### config.mk
export PLATFORM = sky130hd
export DESIGN_NAME = sram_arbiter_flat
export DESIGN_NICKNAME = d
export VERILOG_FILES = /design/src/rtl/sram_arbiter_pkg.sv /design/src/rtl/sram_arbiter_if.sv /design/src/rtl/sram_arbiter.sv /design/src/flat_wrapper.sv
export SDC_FILE = /design/constraint.sdc
export NUM_CORES = 1
export LEC_CHECK = 0
export ABC_AREA = 1
export ABC_CLOCK_PERIOD_IN_PS = 1800
export CAP_MARGIN = 20
export CELL_PAD_IN_SITES_DETAIL_PLACEMENT = 0
export CELL_PAD_IN_SITES_GLOBAL_PLACEMENT = 1
export CORE_MARGIN = 4
export CORE_UTILIZATION = 12
export DETAILED_ROUTE_END_ITERATION = 8
export MAX_ROUTING_LAYER = met4
export PLACE_DENSITY_LB_ADDON = 0.08
export SYNTH_ARGS = -nofsm -noshare
export SYNTH_HDL_FRONTEND = slang
export SYNTH_SLANG_ARGS = --single-unit
### constraint.sdc
create_clock -name clock -period 1.8 [get_ports clock]
set_input_delay 0.36 -clock clock [delete_from_list [all_inputs] [get_ports clock]]
set_output_delay 0.36 -clock clock [all_outputs]
set_load 0.05 [all_outputs]
### src/rtl/sram_arbiter_pkg.sv
// Shared constants, request payload and round-robin pick for the two-port SRAM arbiter.
package sram_arbiter_pkg;

  localparam int unsigned SRAM_ADDR_WIDTH = 20;
  localparam int unsigned DATA_WIDTH      = 16;
  localparam int unsigned BE_WIDTH        = 2;
  localparam int unsigned STATE_WIDTH     = 2;

  localparam logic [STATE_WIDTH-1:0] ARB_IDLE      = 2'd0;
  localparam logic [STATE_WIDTH-1:0] ARB_GRANT     = 2'd1;
  localparam logic [STATE_WIDTH-1:0] ARB_WAIT_DATA = 2'd2;

  localparam logic PORT0 = 1'b0;
  localparam logic PORT1 = 1'b1;

  typedef struct packed {
    logic [SRAM_ADDR_WIDTH-1:0] address;
    logic [BE_WIDTH-1:0]        byteenable;
    logic                       read;
    logic                       write;
    logic [DATA_WIDTH-1:0]      writedata;
  } sram_req_t;

  // Two-way round robin: on a tie the port not served last wins.
  function automatic logic rr_pick(input logic req0, input logic req1, input logic last);
    if (req0 && req1) begin
      return ~last;
    end
    return req1 ? PORT1 : PORT0;
  endfunction

endpackage

### src/rtl/sram_arbiter_if.sv
// Avalon-MM style bus bundle used for both requester ports and the bridge-facing port.
interface sram_arbiter_if #(
  parameter int unsigned ADDR_WIDTH = sram_arbiter_pkg::SRAM_ADDR_WIDTH
) ();
  import sram_arbiter_pkg::*;

  logic [ADDR_WIDTH-1:0] address;
  logic [BE_WIDTH-1:0]   byteenable;
  logic                  read;
  logic                  write;
  logic [DATA_WIDTH-1:0] writedata;
  logic [DATA_WIDTH-1:0] readdata;
  logic                  readdataready;
  logic                  waitrequest;

  modport master (
    output address, byteenable, read, write, writedata,
    input  readdata, readdataready, waitrequest
  );

  modport slave (
    input  address, byteenable, read, write, writedata,
    output readdata, readdataready, waitrequest
  );

endinterface

### src/rtl/sram_arbiter.sv
// Shares the single sram_bridge master port between two requesters, one transaction
// at a time, round-robin, holding the grant until a write is accepted or read data returns.
module sram_arbiter
  import sram_arbiter_pkg::*;
(
  input  logic           clock,
  input  logic           reset,
  sram_arbiter_if.slave  s0,
  sram_arbiter_if.slave  s1,
  sram_arbiter_if.master m,
  output logic           busy
);

  logic [STATE_WIDTH-1:0] state;
  logic [STATE_WIDTH-1:0] state_nxt;
  logic                   gnt;
  logic                   gnt_nxt;
  logic                   last;
  logic                   last_nxt;
  logic                   req0;
  logic                   req1;
  sram_req_t              req_g;

  assign req0 = s0.read | s0.write;
  assign req1 = s1.read | s1.write;

  // Request payload of the currently granted port.
  always_comb begin
    req_g = '{address: s0.address, byteenable: s0.byteenable, read: s0.read,
              write: s0.write, writedata: s0.writedata};
    if (gnt == PORT1) begin
      req_g = '{address: s1.address, byteenable: s1.byteenable, read: s1.read,
                write: s1.write, writedata: s1.writedata};
    end
  end

  always_ff @(posedge clock) begin
    if (reset) begin
      state <= ARB_IDLE;
      gnt   <= PORT0;
      last  <= PORT1;
    end else begin
      state <= state_nxt;
      gnt   <= gnt_nxt;
      last  <= last_nxt;
    end
  end

  always_comb begin
    state_nxt          = state;
    gnt_nxt            = gnt;
    last_nxt           = last;
    m.address          = req_g.address;
    m.byteenable       = req_g.byteenable;
    m.writedata        = req_g.writedata;
    m.read             = 1'b0;
    m.write            = 1'b0;
    s0.waitrequest     = 1'b1;
    s1.waitrequest     = 1'b1;
    s0.readdataready   = 1'b0;
    s1.readdataready   = 1'b0;
    s0.readdata        = m.readdata;
    s1.readdata        = m.readdata;
    busy               = (state != ARB_IDLE);

    case (state)
      ARB_IDLE: begin
        if (req0 || req1) begin
          gnt_nxt   = rr_pick(req0, req1, last);
          state_nxt = ARB_GRANT;
        end
      end

      ARB_GRANT: begin
        // A simultaneous read+write issues only the write.
        m.write = req_g.write;
        m.read  = req_g.read & ~req_g.write;
        if (gnt == PORT0) begin
          s0.waitrequest = m.waitrequest;
        end else begin
          s1.waitrequest = m.waitrequest;
        end
        if (!req_g.read && !req_g.write) begin
          state_nxt = ARB_IDLE;
        end else if (!m.waitrequest) begin
          if (req_g.write) begin
            last_nxt  = gnt;
            state_nxt = ARB_IDLE;
          end else begin
            state_nxt = ARB_WAIT_DATA;
          end
        end
      end

      ARB_WAIT_DATA: begin
        if (m.readdataready) begin
          if (gnt == PORT0) begin
            s0.readdataready = 1'b1;
          end else begin
            s1.readdataready = 1'b1;
          end
          last_nxt  = gnt;
          state_nxt = ARB_IDLE;
        end
      end

      default: state_nxt = ARB_IDLE;
    endcase
  end

endmodule

### src/flat_wrapper.sv
// flat-port wrapper written by rule: the top's interface ports become plain ports
module sram_arbiter_flat import sram_arbiter_pkg::*;
  (clock, reset, busy, s0_address, s0_byteenable, s0_read, s0_write, s0_writedata, s0_readdata, s0_readdataready, s0_waitrequest, s1_address, s1_byteenable, s1_read, s1_write, s1_writedata, s1_readdata, s1_readdataready, s1_waitrequest, m_address, m_byteenable, m_read, m_write, m_writedata, m_readdata, m_readdataready, m_waitrequest);
  sram_arbiter_if s0_i ();
  sram_arbiter_if s1_i ();
  sram_arbiter_if m_i ();
  input  logic clock;
  input  logic reset;
  output logic busy;
  input wire logic [$bits(s0_i.address)-1:0] s0_address;
  input wire logic [$bits(s0_i.byteenable)-1:0] s0_byteenable;
  input wire logic [$bits(s0_i.read)-1:0] s0_read;
  input wire logic [$bits(s0_i.write)-1:0] s0_write;
  input wire logic [$bits(s0_i.writedata)-1:0] s0_writedata;
  output wire logic [$bits(s0_i.readdata)-1:0] s0_readdata;
  output wire logic [$bits(s0_i.readdataready)-1:0] s0_readdataready;
  output wire logic [$bits(s0_i.waitrequest)-1:0] s0_waitrequest;
  input wire logic [$bits(s1_i.address)-1:0] s1_address;
  input wire logic [$bits(s1_i.byteenable)-1:0] s1_byteenable;
  input wire logic [$bits(s1_i.read)-1:0] s1_read;
  input wire logic [$bits(s1_i.write)-1:0] s1_write;
  input wire logic [$bits(s1_i.writedata)-1:0] s1_writedata;
  output wire logic [$bits(s1_i.readdata)-1:0] s1_readdata;
  output wire logic [$bits(s1_i.readdataready)-1:0] s1_readdataready;
  output wire logic [$bits(s1_i.waitrequest)-1:0] s1_waitrequest;
  output wire logic [$bits(m_i.address)-1:0] m_address;
  output wire logic [$bits(m_i.byteenable)-1:0] m_byteenable;
  output wire logic [$bits(m_i.read)-1:0] m_read;
  output wire logic [$bits(m_i.write)-1:0] m_write;
  output wire logic [$bits(m_i.writedata)-1:0] m_writedata;
  input wire logic [$bits(m_i.readdata)-1:0] m_readdata;
  input wire logic [$bits(m_i.readdataready)-1:0] m_readdataready;
  input wire logic [$bits(m_i.waitrequest)-1:0] m_waitrequest;
  assign s0_i.address = s0_address;
  assign s0_i.byteenable = s0_byteenable;
  assign s0_i.read = s0_read;
  assign s0_i.write = s0_write;
  assign s0_i.writedata = s0_writedata;
  assign s0_readdata = s0_i.readdata;
  assign s0_readdataready = s0_i.readdataready;
  assign s0_waitrequest = s0_i.waitrequest;
  assign s1_i.address = s1_address;
  assign s1_i.byteenable = s1_byteenable;
  assign s1_i.read = s1_read;
  assign s1_i.write = s1_write;
  assign s1_i.writedata = s1_writedata;
  assign s1_readdata = s1_i.readdata;
  assign s1_readdataready = s1_i.readdataready;
  assign s1_waitrequest = s1_i.waitrequest;
  assign m_address = m_i.address;
  assign m_byteenable = m_i.byteenable;
  assign m_read = m_i.read;
  assign m_write = m_i.write;
  assign m_writedata = m_i.writedata;
  assign m_i.readdata = m_readdata;
  assign m_i.readdataready = m_readdataready;
  assign m_i.waitrequest = m_waitrequest;
  sram_arbiter u_core (.clock(clock), .reset(reset), .s0(s0_i), .s1(s1_i), .m(m_i), .busy(busy));
endmodule
==> flow_summary.toml <==
[sta]
min_period_ns = 1.70
hold_ws_ns = 0.458
final.setup.tns_ns = 0
finClkSkew_ns = 0.00309
worst_slew_pin_slew_ns = 0.280
setup_violations = 0
fmax_mhz = 589
finalHoldViolations = 0
relSlewSlack = 0.813
rsz0062_at_grt = "false"
finalMaxSlewViolations = 0
min_period_over_period = 0.944

[global_route]
grt_max_degree = 27
grt_pass1_wl_um = 6620
grt_pass1_vias = 1390
grt_remaining_overflow = 0
grt_antenna_before_repair = 0
track_usage = 0.0824

[worst_setup_path]
max_stage_delay_ns = 0.42
worst-path-max-fanout = 2
cp_cell_sequence = "clkdlybuf4s50_1 > inv_1 > nand2_1 > nand2_2 > nand2_2 > nor2_4 > buf_12"
end_kind = "primary output"
crit_path_start_kind = "input pin"
cp_data_arrival_time_ns = 1.34
crit_required_ns = 1.44
cp_slowest_cell = "clkdlybuf4s50_1"
setup.worst_path.class = "input pin to primary output"
cp_common_cell = "nand2_2"

[detailed_routing]
num_vias = 1445
drc = 0
dr.pass1.iters = 4
wl_um = 4600
viasPerCell = 3.47
wl_per_cell_um = 11.1
antenna_left = 0
drt_iter0_markers = 19

[synth]
ys_types = 15
netlist_area_um2 = 1040
synth_fp_nets = 315
synth-seq-area-share = 0.0770
avgSynthCellArea_um2 = 4.84
synth_cells = 215
synth_warnings = 0
ys_ff_latch = 4

[min_path]
hold_class = "register to register"

[die]
dieHeight_um = 101
dieArea_um2 = 10200
initial_core_util = 0.125
fp.dieW_um = 101
core_area_um2 = 8340
row_count = 33
num_io_pins = 177

[clock_network]
h-tree-depth = 1
postCtsHoldBufs = 0
cts.reportedPaths.clkPinSlew_ns = 0.03
cts_tree = "done"
max-clock-path-buffers = 2
cts_buffers = 3
cts.root.buffer_cell = "clkbuf_8"
cts.sinks = 4
clk_latency_ns = 0.22

[power_and_ir_drop]
powerDensity_nw_per_um2 = 618
max-vdd-ir-drop_mv = 0.294
p_leak_nw = 1.15

[cells_and_area]
antennaDiodeCount = 0
area_growth_pct = 115
instances_no_fill = 416
nFillCells = 942
nets = 413
drive_above_1_share = 0.203

[placement]
hpwl_um = 3910
place.gp.congestion = 0.745
dp.cells = 412
portBuffers = 128

[outcome]
status = "complete, no violations"

[run]
timing.max_cap.violations = 0
==> Yosys cell counts <==
library cell / instances / share of area
nand2_2: 2 / 0.012
a21oi_1: 2 / 0.0096
dfxtp_1: 4 / 0.077
inv_2: 1 / 0.0036
nand2_1: 133 / 0.48
inv_4: 1 / 0.0060
buf_4: 32 / 0.23
buf_2: 8 / 0.039
nand3_1: 7 / 0.034
nor2_4: 1 / 0.011
o21ai_0: 1 / 0.0048
nor2_2: 1 / 0.0060
inv_1: 12 / 0.043
nor2_1: 9 / 0.032
buf_6: 1 / 0.011
==> final timing paths <==
path              startpoint     endpoint  slack (ns)  depth (start not counted)
max                 s1_write       m_read        0.10                          7
min              u_core.last  u_core.last        0.46                          2
min reg2reg      u_core.last  u_core.last        0.46                          2
max reg2reg  u_core.state[1]  u_core.last        0.68                          7
==> sequential cells by signal, indices dropped and copies added, names as in the netlist <==
register / flops
u_core.state: 2
u_core.gnt: 1
u_core.last: 1
==> power by group <==
group / internal [mW] / leakage (nW) / switching (mW)
Clock: 0.143 / 0.0216 / 0.0505
Combinational: 0.416 / 1.10 / 0.657
Sequential: 0.101 / 0.0334 / 0.0133
==> timing repair <==
| item | 4_1_cts | 5_1_grt |
|---|---|---|
| resized for setup | 0 | 4 |
| endpoints found under the setup margin | 0 | 1 |
| setup buffers | 0 | 1 |
==> per-layer routing <==
layer / share of wire / up-vias / track usage
met1: 0.35 / 591 / 0.0821
li1: - / 793 / -
met5: 0 / - / -
met3: 0.097 / 2 / 0.0180
met4: 0.0046 / 0 / 0.0143
met2: 0.55 / 59 / 0.163
==> logic make-up after synthesis <==
family,share of synthesized area
and+or+nand+nor,0.575
DFF,0.0770
AOI/OAI and AO/OA,0.0144
buffers and inverters,0.333
==> final cells by class <==
| type | count | area (µm²) | share of cell area |
|---|---|---|---|
| Clock buffer | 3 | 41.3 | 0.0185 |
| Inverter | 14 | 55.1 | 0.0246 |
| Multi-Input combinational cell | 156 | 623 | 0.279 |
| Sequential cell | 4 | 81.3 | 0.0364 |
| Tap cell | 105 | 131 | 0.0588 |
| Timing Repair Buffer | 134 | 1300 | 0.583 |
==> metrics by stage <==
stage                     instance area [µm²]  worst slack, ns   util  total power, mW
after floorplan                          1040            0.153      -            0.931
after global placement                   2170           0.0333  0.261             1.20
after detailed placement                 2170           0.0462  0.261             1.19
after CTS                                2220           0.0347  0.266             1.40
after global routing                     2240          0.00631  0.268             1.46
final                                    2240            0.101  0.268             1.38
==> cell usage in the layout (no fill, tap or decap) <==
cell	n
nand2_1	131
clkdlybuf4s50_1	82
buf_4	44
inv_1	12
nor2_1	9
nand3_1	7
buf_12	7
nand2_2	4
clkbuf_8	3
dfxtp_1	3
nor2_4	2
a21oi_1	2
inv_4	1
inv_2	1
o21ai_0	1
dlymetal6s2s_1	1
dfxtp_2	1
==> worst max-delay path, delay by kind of cell <==
| family | cells | cell delay [ns] |
|---|---|---|
| buffers and inverters | 3 | 0.63 |
| and+or+nand+nor | 4 | 0.35 |
No activity file was read; power rests on OpenSTA's default activity.
==> patch 1 (same settings) <==
`DATA_WIDTH`: 16 -> 18.
--- a/src/rtl/sram_arbiter_pkg.sv
+++ b/src/rtl/sram_arbiter_pkg.sv
@@ -3,5 +3,5 @@
 
   localparam int unsigned SRAM_ADDR_WIDTH = 20;
-  localparam int unsigned DATA_WIDTH      = 16;
+  localparam int unsigned DATA_WIDTH      = 18;
   localparam int unsigned BE_WIDTH        = 2;
   localparam int unsigned STATE_WIDTH     = 2;
Interface: changed (6 resized); port bits go from 177 to 189. The function was not compared with the original's and may differ.
==> patch 1 against the unedited design <==
- synthesized cell count is 5.6% higher
- design area up 3.7%
- sequential power is 3% lower
- critical path depth unchanged
- worst hold slack improved by 3.4 ps
- maximum frequency fell by 1.8%
- register-to-register slack worse by 110 ps
- area after synthesis increased by 6.0%
- utilization fell by 0.61 points
- sequential cell count did not move
- wire length rose by 6.5%
- setup slack lost 32 ps
- count of clock-buffer cells in the layout unchanged
- power up 2.4%
- critical path type unchanged
- critical endpoint unchanged
==> patch 1: results (changes against the unedited design) <==
Parameter                              Value

Placement
  Weighted congestion at the end of routability-driven global placement ... 0.714 (-4.1%)
  HPWL after detailed placement ... 4050 um (+3.7%)

Finish
  Layout fillers ... 1,021 (+8.4%)
  Share of layout cells above drive strength 1 ... 0.206 (+0.00295)
  Area growth syn-to-layout ... 110%

Worst setup path
  Maximum fanout count along the critical path ... 4 (+2)
  Worst-case reg-to-reg path depth ... 8 (+1)
  Worst reg2reg setup slack ... 570 ps (-110 ps)
  Critical path data arrival time ... 1370 ps (+30 ps)
  Longest individual stage delay on the worst path ... 460 ps (+40 ps)

Global route
  Global routing usage summed across all routing layers ... 0.0862 (+0.00380)
  Global routing usage on met1 ... 0.108 (+0.0262)
  Largest net degree at the start of global routing ... 30 (+11%)

Logic synthesis
  Most numerous cell types in the synthesized netlist ... 139 x sky130_fd_sc_hd__nand2_1, 36 x sky130_fd_sc_hd__buf_4, 12 x sky130_fd_sc_hd__inv_1
  Post-Syn Instances ... 227 (+5.6%)
  Post-synth net total ... 333 (+5.7%)
  Biggest area contributors in the synthesized netlist ... sky130_fd_sc_hd__nand2_1 47%, sky130_fd_sc_hd__buf_4 25%, sky130_fd_sc_hd__dfxtp_1 7.3%, sky130_fd_sc_hd__inv_1 4.1%, sky130_fd_sc_hd__nand3_1 3.2%
  Unique cell type count in the Yosys netlist ... 16 (+1)
  Compound-Gate Fraction of Synth Area ... 0.0216 (+0.00713)

Run status
  Result of the run ... completed

STA
  Slew at the pin closest to its max-slew limit ... 275 ps (-4.60 ps)
  Maximum clock skew at final layout ... 1.85 ps (-1.24 ps)
  Min Hold Slack ... 461 ps (+3.42 ps)

Power
  Leakage power total ... 0.00119 uW (+3.3%)
  Worst-case vdd ir drop ... 0.270 mV (-8.3%)

Detailed routing
  Mean routed wirelength per cell ... 11.3 um (+2.1%)
  Total vias in the final route ... 1,578 (+9.2%)
  Iter 0 DRT Violations ... 31 (+12)
-- patch 1: cell types whose count changed after synthesis, moves of 2 or more --
cell	delta
sky130_fd_sc_hd__nand2_1	+6
sky130_fd_sc_hd__buf_4	+4
sky130_fd_sc_hd__buf_2	-2
sky130_fd_sc_hd__clkbuf_1	+2
-- patch 1: cells by family (layout without fill, tap and decap cells) --
family                 after synthesis  in the layout
AOI/OAI and AO/OA                    4              4
buffers and inverters               59            158
DFF                                  4              4
and+or+nand+nor                    160            160
-- patch 1: timing repair --
item,in CTS,in global routing
gates resized for setup,0,2
hold buffers,0,0
setup endpoints to repair,0,2
-- patch 1: how the worst max path moves through the flow --
stage	slack, ps	cells past startpoint	end
floorplan	170	3	s0_readdataready
global placement	40	6	m_write
detailed placement	30	6	m_write
CTS	20	6	m_write
global route	-0.7	7	m_read
finish	70	7	m_read
-- patch 1: cell type report --
| cell class | count | share of cell area |
|---|---|---|
| inverters | 14 | 0.0227 |
| flip-flops and latches | 4 | 0.0351 |
| clock buffers | 3 | 0.0178 |
| well taps | 108 | 0.0583 |
| multi-input cells | 164 | 0.282 |
| repair buffers | 141 | 0.584 |
-- patch 1: layer usage --
layer  wire, um  share of wire  up-vias
met5          0              0        -
met4         89          0.018        0
met3        413          0.084        9
met2       2170           0.44       87
met1       2230           0.46      647
li1           -              -      835
-- patch 1: power groups by stage --
| stage | clock [uW] | combinational [uW] | sequential, uW |
|---|---|---|---|
| 3_3_place_gp | 0 | 1140 | 113 |
| 4_1_cts | 191 | 1130 | 111 |
| 5_1_grt | 201 | 1190 | 112 |
| 3_5_place_dp | 0 | 1130 | 112 |
| 6_report | 185 | 1120 | 111 |
| 2_1_floorplan | 0 | 868 | 107 |
==> patch 2 (config.mk and constraints unchanged) <==
Without the edit above. Make the reset (`reset`) asynchronous in one clocked block.
--- a/src/rtl/sram_arbiter.sv
+++ b/src/rtl/sram_arbiter.sv
@@ -35,5 +35,5 @@
   end
 
-  always_ff @(posedge clock) begin
+  always_ff @(posedge clock or posedge reset) begin
     if (reset) begin
       state <= ARB_IDLE;
Function: differs if reset is asserted again (counterexample within 4 cycles, from zero or initial values and one cycle with reset high); with reset held inactive, the same outputs for 10 cycles.
==> patch 2 against the unedited design <==
- design area is 13% higher
- area after synthesis is 3.1% higher
- die area is 2.9% higher
- non-clock buffer count is 2 lower
- sequential cell count stayed put
- critical path depth is 2 lower
- synthesized cell count is 1.9% lower
- wire length is 2.0% higher
- via count is 2.6% higher
- setup slack worse by 36 ps
Power is not compared: it rests on default switching activity, and its combinational part moved more than twofold at a synthesized area within 25%.
==> patch 2: results (changes against the unedited design) <==
Parameter                              Value

Worst setup path
  Longest individual stage delay on the worst path ... 440 ps (+20 ps)
  Maximum fanout count along the critical path ... 44 (+42)
  Critical path data arrival time ... 1380 ps (+40 ps)
  Slowest stage cell on the critical path ... sky130_fd_sc_hd__dfrtp_1
  Crit path max-delay family ... flip-flops

Finish
  Layout fillers ... 988 (+4.9%)
  Largest registers ranked by flip-flop count ... u_core.state x2, u_core.gnt x1, u_core.last x1
  Nets ... 407 (-1.5%)
  Number of diodes ... 0 (unchanged)
  Share of layout cells above drive strength 1 ... 0.209 (+0.00658)

Logic synthesis
  Async set-reset flop share out of synthesis ... 1.00 (+1.00)
  Ys flop type ... sky130_fd_sc_hd__dfrtp_1
  Number of synthesis warnings ... 0 (unchanged)
  Unique cell type count in the Yosys netlist ... 19 (+4)
  Post-synth net total ... 311 (-1.3%)
  Fraction of the yosys area taken by sequential cells ... 0.0945 (+0.0175)
  Most numerous cell types in the synthesized netlist ... 131 x sky130_fd_sc_hd__nand2_1, 32 x sky130_fd_sc_hd__buf_4, 9 x sky130_fd_sc_hd__inv_1
  Post-Syn Instances ... 211 (-1.9%)
  Biggest area contributors in the synthesized netlist ... sky130_fd_sc_hd__nand2_1 46%, sky130_fd_sc_hd__buf_4 22%, sky130_fd_sc_hd__dfrtp_1 7.0%, sky130_fd_sc_hd__buf_2 3.7%, sky130_fd_sc_hd__inv_1 3.2%

STA
  Maximum clock skew at final layout ... 3.33 ps (+0.241 ps)
  Worst slew margin relative to its limit ... 0.851 (+0.0371)

Placement
  Cell area after placement ... 2460 um^2 (+13%)
  HPWL after detailed placement ... 3920 um (+0.37%)
  Post-placement setup slack ... 20.4 ps (-25.8 ps)
  Weighted congestion at the end of routability-driven global placement ... 0.697 (-6.4%)
  Buffers on Ports ... 128 (unchanged)

Detailed routing
  Total vias in the final route ... 1,482 (+2.6%)
  Mean routed wirelength per cell ... 11.3 um (+2.5%)
  DR pass1 iterations ... 4 (unchanged)
  Iter 0 DRT Violations ... 23 (+4)
  Vias per inst ... 3.58 (+3.1%)
  Residual DRC count ... 0 (unchanged)

Power
  Leakage power total ... 0.00125 uW
  Switching power ... 2700 uW
  Worst-case vdd ir drop ... 0.548 mV

Clock tree
  Clock-pin slew on the worst setup and hold paths ... 30 ps (about the same)
  Buffer depth of the longest clock path ... 2 (unchanged)
  Clock latency at the later pin of the worst-skew pair ... 220 ps (about the same)
  Clock buffer count from CTS ... 3 (unchanged)
  Number of H-tree branching levels ... 1 (unchanged)
  Clock root buffer ... sky130_fd_sc_hd__clkbuf_8

Global route
  First-pass GRT wire length ... 6840 um (+3.3%)
  Initial antenna violation count ... 0 (unchanged)
  Largest net degree at the start of global routing ... 45 (+67%)
  Via count of the first global-routing pass ... 1,449 (+4.2%)
  Global routing usage summed across all routing layers ... 0.0848 (+0.00244)

Run status
  Result of the run ... completed

Worst hold path
  Worst hold path type ... in -> async
## patch 2: cell types whose count changed in the layout (fill, tap and decap cells not counted), sizes merged, moves of 2 or more
cell / unedited run / this run
dfxtp: 4 / 0
dfrtp: 0 / 3
buf: 51 / 49
inv: 14 / 12
nand2: 135 / 133
o21ai: 1 / 3
## patch 2: layout make-up
| class | instances | area, um^2 | area share |
|---|---|---|---|
| Clock buffer | 4 | 45.0 | 0.0179 |
| Inverter | 12 | 50.0 | 0.0199 |
| Multi-Input combinational cell | 154 | 634 | 0.252 |
| Sequential cell | 4 | 101 | 0.0403 |
| Tap cell | 108 | 135 | 0.0537 |
| Timing Repair Buffer | 132 | 1550 | 0.616 |
## patch 2: power groups by stage
stage,Clock [uW],Sequential [uW],Combinational (uW)
2_1_floorplan,0,181,2630
3_3_place_gp,0,203,4340
3_5_place_dp,0,201,4310
4_1_cts,214,199,4320
5_1_grt,224,209,4530
6_report,205,203,4240
## patch 2: metrics by stage
| stage | power (uW) | TNS (ps) |
|---|---|---|
| 6_report | 4650 | 0 |
| 5_1_grt | 4960 | -49.1 |
| 4_1_cts | 4730 | 0 |
| 3_5_place_dp | 4510 | 0 |
| 3_3_place_gp | 4540 | 0 |
| 2_1_floorplan | 2810 | 0 |
## patch 2: final timing paths
check                            start  slack (ps)  depth (start not counted)         endpoint
max                         u_core.gnt          60                          5           m_read
min                              reset         330                          2  u_core.state[0]
max reg2reg                 u_core.gnt         540                          6  u_core.state[0]
min reg2reg                u_core.last         460                          2      u_core.last
max in group asynchronous        reset        1230                          2      u_core.last
min in group clock         u_core.last         460                          2      u_core.last
## patch 2: cell families after synthesis
kind of cell,after synthesis,synth area share
and+or+nand+nor,149,0.561
buffers and inverters,53,0.316
AOI/OAI and AO/OA,5,0.0280
DFF,4,0.0945
## patch 2: routing by layer
layer / vias to the layer above / track usage / part of all wire
li1: 788 / - / -
met1: 600 / 0.0906 / 0.36
met2: 78 / 0.146 / 0.50
met3: 16 / 0.0250 / 0.13
met4: 0 / 0.0343 / 0.016
met5: - / - / 0
## patch 2: repair_timing
item / in CTS / in global routing
resized for setup: 0 / 3
endpoints found under the setup margin: 0 / 20
hold buffers: 0 / 0
setup buffers: 0 / 0
